## src/rtl/film_scanner_pkg.sv

```systemverilog
// Shared types and constants for the film scanner FT245 line transmitter.
// Holds the packet FSM state encoding and the framing constants.
package film_scanner_pkg;

    localparam logic [7:0] FT_HDR0    = 8'hA5;
    localparam logic [7:0] FT_HDR1    = 8'h5A;
    // Header (2) + line number (2) + pixel count (2) + checksum (1)
    localparam int         FT_PKT_OVH = 7;

    typedef enum logic [3:0] {
        ST_IDLE,
        ST_HDR0,
        ST_HDR1,
        ST_LN_LO,
        ST_LN_HI,
        ST_PIX_LO,
        ST_PIX_HI,
        ST_CNT_LO,
        ST_CNT_HI,
        ST_CHK
    } ft_tx_state_t;

endpackage

```

## src/rtl/ft_tx_byte.sv

```systemverilog
// Single-entry output byte register for the FT245 synchronous FIFO write port.
// A byte stays on the bus with ft_wr low until the FT samples it with ft_txe low.
module ft_tx_byte (
    input  logic       clk,
    input  logic       rst_n,
    input  logic       load,
    input  logic [7:0] load_byte,
    input  logic       ft_txe,
    output logic       load_ok,
    output logic       accepted,
    output logic       ft_wr,
    output logic [7:0] ft_data_o,
    output logic       ft_data_oe
);

    logic       pend_reg;
    logic [7:0] byte_reg;

    assign accepted   = pend_reg && !ft_txe;
    // A new byte may be loaded in the same edge the pending one is taken.
    assign load_ok    = !pend_reg || !ft_txe;
    assign ft_wr      = ~pend_reg;
    assign ft_data_oe = pend_reg;
    assign ft_data_o  = byte_reg;

    always_ff @(posedge clk or negedge rst_n) begin
        if (!rst_n) begin
            pend_reg <= 1'b0;
            byte_reg <= 8'h00;
        end else if (load && load_ok) begin
            pend_reg <= 1'b1;
            byte_reg <= load_byte;
        end else if (accepted) begin
            pend_reg <= 1'b0;
        end
    end

endmodule

```

## src/rtl/ft_line_tx.sv

```systemverilog
// Packs each scan line of 16-bit pixels into a framed packet
// (sync, line number, pixels, count, XOR checksum) on the FT245 sync FIFO bus.
module ft_line_tx
    import film_scanner_pkg::*;
#(
    parameter logic [7:0] HDR0 = FT_HDR0,
    parameter logic [7:0] HDR1 = FT_HDR1
) (
    input  logic        ft_clk,
    input  logic        nrst,
    input  logic        en,
    input  logic [15:0] in_data,
    input  logic        in_last,
    input  logic        in_valid,
    output logic        in_ready,
    input  logic        ft_txe,
    output logic [7:0]  ft_data_o,
    output logic        ft_data_oe,
    output logic        ft_wr,
    output logic        ft_rd,
    output logic        ft_siwu,
    output logic        line_done,
    output logic        busy
);

    logic         rst_meta_reg;
    logic         rst_n_sync;

    ft_tx_state_t state_reg, state_next;
    logic [15:0]  line_num_reg;
    logic [15:0]  pix_cnt_reg;
    logic [7:0]   chk_reg;
    logic [7:0]   hi_byte_reg;
    logic         last_reg;
    logic         chk_sent_reg, chk_sent_next;
    logic         line_done_reg, done_next;

    logic         load;
    logic [7:0]   load_byte;
    logic         load_ok;
    logic         accepted;
    logic         start;
    logic         pix_hs;

    // Reset asserts immediately but releases two edges after nrst rises.
    always_ff @(posedge ft_clk or negedge nrst) begin
        if (!nrst) begin
            rst_meta_reg <= 1'b0;
            rst_n_sync   <= 1'b0;
        end else begin
            rst_meta_reg <= 1'b1;
            rst_n_sync   <= rst_meta_reg;
        end
    end

    ft_tx_byte u_byte (
        .clk        (ft_clk),
        .rst_n      (rst_n_sync),
        .load       (load),
        .load_byte  (load_byte),
        .ft_txe     (ft_txe),
        .load_ok    (load_ok),
        .accepted   (accepted),
        .ft_wr      (ft_wr),
        .ft_data_o  (ft_data_o),
        .ft_data_oe (ft_data_oe)
    );

    assign ft_rd     = 1'b1;
    assign ft_siwu   = 1'b1;
    assign line_done = line_done_reg;
    assign busy      = (state_reg != ST_IDLE) || ft_data_oe;
    assign start     = (state_reg == ST_IDLE) && en && in_valid;
    assign pix_hs    = (state_reg == ST_PIX_LO) && in_valid && load_ok;

    always_comb begin
        state_next    = state_reg;
        chk_sent_next = chk_sent_reg;
        done_next     = 1'b0;
        load          = 1'b0;
        load_byte     = 8'h00;
        in_ready      = 1'b0;
        case (state_reg)
            ST_IDLE: begin
                if (start) state_next = ST_HDR0;
            end
            ST_HDR0: begin
                if (load_ok) begin
                    load       = 1'b1;
                    load_byte  = HDR0;
                    state_next = ST_HDR1;
                end
            end
            ST_HDR1: begin
                if (load_ok) begin
                    load       = 1'b1;
                    load_byte  = HDR1;
                    state_next = ST_LN_LO;
                end
            end
            ST_LN_LO: begin
                if (load_ok) begin
                    load       = 1'b1;
                    load_byte  = line_num_reg[7:0];
                    state_next = ST_LN_HI;
                end
            end
            ST_LN_HI: begin
                if (load_ok) begin
                    load       = 1'b1;
                    load_byte  = line_num_reg[15:8];
                    state_next = ST_PIX_LO;
                end
            end
            ST_PIX_LO: begin
                in_ready = load_ok;
                if (pix_hs) begin
                    load       = 1'b1;
                    load_byte  = in_data[7:0];
                    state_next = ST_PIX_HI;
                end
            end
            ST_PIX_HI: begin
                if (load_ok) begin
                    load       = 1'b1;
                    load_byte  = hi_byte_reg;
                    state_next = last_reg ? ST_CNT_LO : ST_PIX_LO;
                end
            end
            ST_CNT_LO: begin
                if (load_ok) begin
                    load       = 1'b1;
                    load_byte  = pix_cnt_reg[7:0];
                    state_next = ST_CNT_HI;
                end
            end
            ST_CNT_HI: begin
                if (load_ok) begin
                    load       = 1'b1;
                    load_byte  = pix_cnt_reg[15:8];
                    state_next = ST_CHK;
                end
            end
            ST_CHK: begin
                // Stay here until the checksum byte itself has left the register.
                if (!chk_sent_reg) begin
                    if (load_ok) begin
                        load          = 1'b1;
                        load_byte     = chk_reg;
                        chk_sent_next = 1'b1;
                    end
                end else if (accepted) begin
                    chk_sent_next = 1'b0;
                    done_next     = 1'b1;
                    state_next    = ST_IDLE;
                end
            end
            default: state_next = ST_IDLE;
        endcase
    end

    always_ff @(posedge ft_clk or negedge rst_n_sync) begin
        if (!rst_n_sync) begin
            state_reg     <= ST_IDLE;
            chk_sent_reg  <= 1'b0;
            line_done_reg <= 1'b0;
        end else begin
            state_reg     <= state_next;
            chk_sent_reg  <= chk_sent_next;
            line_done_reg <= done_next;
        end
    end

    always_ff @(posedge ft_clk or negedge rst_n_sync) begin
        if (!rst_n_sync) begin
            line_num_reg <= 16'h0000;
            pix_cnt_reg  <= 16'h0000;
            chk_reg      <= 8'h00;
            hi_byte_reg  <= 8'h00;
            last_reg     <= 1'b0;
        end else begin
            if (start) begin
                chk_reg <= 8'h00;
            end else if (load && (state_reg != ST_CHK)) begin
                chk_reg <= chk_reg ^ load_byte;
            end
            if (start) begin
                pix_cnt_reg <= 16'h0000;
            end else if (pix_hs) begin
                pix_cnt_reg <= pix_cnt_reg + 16'd1;
                hi_byte_reg <= in_data[15:8];
                last_reg    <= in_last;
            end
            if (done_next) begin
                line_num_reg <= line_num_reg + 16'd1;
            end
        end
    end

endmodule

```

## config.mk

```make
export PLATFORM = sky130hd
export DESIGN_NAME = ft_line_tx
export DESIGN_NICKNAME = d
export VERILOG_FILES = /design/src/rtl/film_scanner_pkg.sv /design/src/rtl/ft_tx_byte.sv /design/src/rtl/ft_line_tx.sv
export SDC_FILE = /design/constraint.sdc
export NUM_CORES = 1
export LEC_CHECK = 0
export ABC_AREA = 1
export BUFFER_PORTS_ARGS = -buffer_cell sky130_fd_sc_hd__buf_2
export CORE_ASPECT_RATIO = 1.1
export CORE_MARGIN = 4
export CORE_UTILIZATION = 35
export CTS_BUF_LIST = sky130_fd_sc_hd__clkbuf_8
export CTS_CLUSTER_DIAMETER = 60
export DETAILED_ROUTE_END_ITERATION = 12
export PLACE_DENSITY_LB_ADDON = 0.08
export SETUP_SLACK_MARGIN = 0.15
export SYNTH_ARGS = -nofsm -noshare
export SYNTH_HDL_FRONTEND = slang
export SYNTH_SLANG_ARGS = --single-unit
export TNS_END_PERCENT = 20
```

## constraint.sdc

```tcl
create_clock -name ft_clk -period 2.18 [get_ports ft_clk]
set_input_delay 0.436 -clock ft_clk [delete_from_list [all_inputs] [get_ports ft_clk]]
set_output_delay 0.436 -clock ft_clk [all_outputs]
set_load 0.1 [all_outputs]
```

==> results_dict.tcl <==
set metrics [dict create \
    status "finished clean" \
    cts_buffer_depth 2 \
    p_per_area_nw_per_um2 1350 \
    fin_nets 661 \
    critical-path-max-stage-delay_ps 440 \
    fin_crit_sh 0.913 \
    path_class "flop to output port" \
    clock_latency_ps 350 \
    n_fill_cell 1196 \
    gp_congestion 0.882 \
    drv_slew 0 \
    rsz0062_at_grt "true" \
    drive_gt1_frac 0.143 \
    leakagePower_nw 2.40 \
    grt-ovfl-total 0 \
    worstPathCellList "inv_1 > nor2_2 > nand2_1 > nor2_2 > buf_12" \
    p_switching_mw 3.29 \
    synthCells 589 \
    cts-root-buf "clkbuf_8" \
    via_per_inst 5.04 \
    fp.dieArea_sq_um 13400 \
    power_frac_seq 0.322 \
    pwr-share-comb 0.501 \
    ys_seq_area_frac 0.407 \
    cp_common_cell "nor2_2" \
    cts_htree_levels 3 \
    multi_input_area_sq_um 2150 \
    wl_mm 12.7 \
    diodes 0 \
    ant_nets 0 \
    grt_pass1_vias 3983 \
    p_total_mw 6.41 \
    die_w_um 111 \
    start_util 0.365 \
    dr.pass1.iters 5 \
    hold_violations 0 \
    max_freq_ghz 0.502 \
    die_h_um 121 \
    synth.distinct_cells 34 \
    grt_busiest_layer "met2" \
    core_sq_um 11100 \
    fin_skew_ps 6.21 \
    drt_iter0_markers 309 \
    setup_ws_ps 189 \
    met2_usage 0.317 \
    p_clk_frac 0.177 \
    wl_per_cell_um 16.2 \
    cts.sinks 66 \
    synth-seq-cells 66 \
    core.rowCount 40 \
    use_met3 0.0499 \
    io_pins 37 \
    critical_path_peak_fanout 9 \
    hp-class "flop to asynchronous set/reset pin" \
    syn_avg_cell_area_sq_um 6.89 \
    setup_tns_ps 0 \
    p_sw_frac 0.513 \
    path_buf_inv 2 \
    area_delta_synth_final_pct 17.0 \
    met1_usage 0.266 \
    post-place-ws_ps 199 \
    grt_start_max_net_pins 50 \
    vias 3980 \
    critPathArrivalTime_ps 1550 \
    cts_tree "built" \
    antenna_found_initial 0 \
    p_int_mw 3.12 \
    cp.required_ps 1740 \
    path_clk_slew_ps 70 \
    drc 0 \
    slowest_stage "dfrtp_2" \
    syn_area_sq_um 4060 \
    finalSetupViolations 0 \
    vdd_drop_max_mv 0.590 \
    setup.worst_path.end_class "output port" \
    cts-buffers-inserted 9 \
    period_needed_ps 1990 \
    port_buffers 34 \
    yosys_warnings 0 \
    max_cap_viol_count 0 \
    grt_pass1_wl_mm 21.2 \
    grt_use_total 0.200 \
    critPathTopFamily "simple AND/OR/NAND/NOR gates" \
    setup.worst_path.start_class "flop" \
    hpwl_mm 9.86 \
    regArea_sq_um 1660 \
]
==> stage by stage <==
stage          utilization  cells  hold slack [ps]  area (sq um)
2_1_floorplan            -    591              140          4090
3_3_place_gp         0.405    771              211          4500
3_5_place_dp         0.405    771              211          4500
4_1_cts              0.425    788              218          4730
5_1_grt              0.427    789              241          4750
6_report             0.427    789              204          4750
==> power groups by stage <==
stage	Clock [mW]	Sequential (mW)	Combinational (mW)
floorplan	0	2.46	1.87
global placement	0	2.06	3.19
detailed placement	0	2.06	3.19
CTS	1.16	2.05	3.21
global route	1.22	2.12	3.54
finish	1.13	2.07	3.21
==> worst register-to-register path: cells and delay by family, from the launching register on <==
kind          cells  cell delay [ps]
flops             1              470
simple gates      8             1010
buf+inv           2              320
==> cell usage after synthesis (all sizes together) <==
cell | number | area share
a31oi | 1 | 0.0015
nor4 | 1 | 0.0015
nand2 | 168 | 0.16
xor2 | 13 | 0.028
nor2 | 101 | 0.10
o211ai | 1 | 0.0019
buf | 13 | 0.017
or2 | 1 | 0.0015
xnor2 | 3 | 0.0065
conb | 1 | 0.00092
nand3 | 73 | 0.093
o31ai | 1 | 0.0019
dfrtp | 66 | 0.41
nand3b | 3 | 0.0056
nor3b | 1 | 0.0019
nor3 | 13 | 0.020
inv | 57 | 0.053
ha | 2 | 0.0062
a211oi | 1 | 0.0019
o21ai | 36 | 0.044
a21oi | 15 | 0.019
a21o | 2 | 0.0037
nand4 | 14 | 0.022
clkbuf | 2 | 0.0019
==> routing by layer <==
layer,part of all wire,vias to the layer above
li1,-,1988
met1,0.48,1863
met2,0.44,108
met3,0.053,21
met4,0.024,0
met5,0,-
==> cell families (layout without fill, tap and decap cells) <==
| group | count (synthesis) | in the layout | synth area share |
|---|---|---|---|
| other | 1 | 3 | 0.000924 |
| and+or+nand+nor | 375 | 375 | 0.406 |
| buffers and inverters | 72 | 123 | 0.0718 |
| AOI/OAI and AO/OA | 57 | 57 | 0.0737 |
| xor gates and xnor gates | 16 | 16 | 0.0345 |
| adders and majority gates | 2 | 2 | 0.00617 |
| DFF | 66 | 66 | 0.407 |
==> what timing repair did <==
| item | 4_1_cts | 5_1_grt |
|---|---|---|
| hold buffers | 1 | 0 |
| hold endpoints to repair | 2 | 0 |
| pin swaps | 0 | 3 |
| resized for setup | 2 | 4 |
| endpoints found under the setup margin | 2 | 9 |
| buffers inserted | 0 | 1 |
==> cells in the final DEF (no fill, tap or decap), types with 2 or more instances in the layout <==
cell type / n
xor2_1: 13
ha_1: 2
nor3_1: 11
a21o_1: 2
o21ai_0: 32
nor2_2: 6
inv_1: 55
inv_2: 3
buf_4: 14
clkbuf_8: 13
nand4_1: 14
nand3_1: 71
dfrtp_1: 61
a21oi_1: 15
buf_12: 2
xnor2_1: 3
conb_1: 3
o21ai_1: 4
nor2_4: 7
dfrtp_2: 5
nor2_1: 88
nand2_2: 2
nand3b_1: 3
buf_2: 33
nand2_1: 166
==> final cells by class <==
cell class	count	area share
clock buffer	13	0.0377
timing repair buffer	50	0.0675
sequential	66	0.349
tap	147	0.0387
inverter	57	0.0458
clock inverter	3	0.00791
multi-input combinational	453	0.453
==> path summary, 6_finish.rpt <==
| check | end | slack (ps) | from | cells past startpoint |
|---|---|---|---|---|
| min reg2reg | pix_cnt_reg[7]$_DFFE_PN0P_ | 200 | rst_n_sync$_DFF_PN0_ | 0 |
| max | in_ready | 190 | state_reg[0]$_DFFE_PN0P_ | 5 |
| max in group asynchronous | state_reg[3]$_DFFE_PN0P_ | 1330 | rst_n_sync$_DFF_PN0_ | 1 |
| min in group ft_clk | hi_byte_reg[2]$_DFFE_PN0P_ | 280 | in_data[10] | 3 |
| min | pix_cnt_reg[7]$_DFFE_PN0P_ | 200 | rst_n_sync$_DFF_PN0_ | 0 |
| max reg2reg | line_num_reg[9]$_DFFE_PN0P_ | 280 | state_reg[1]$_DFFE_PN0P_ | 10 |
Power figures use the tool's default switching activity.
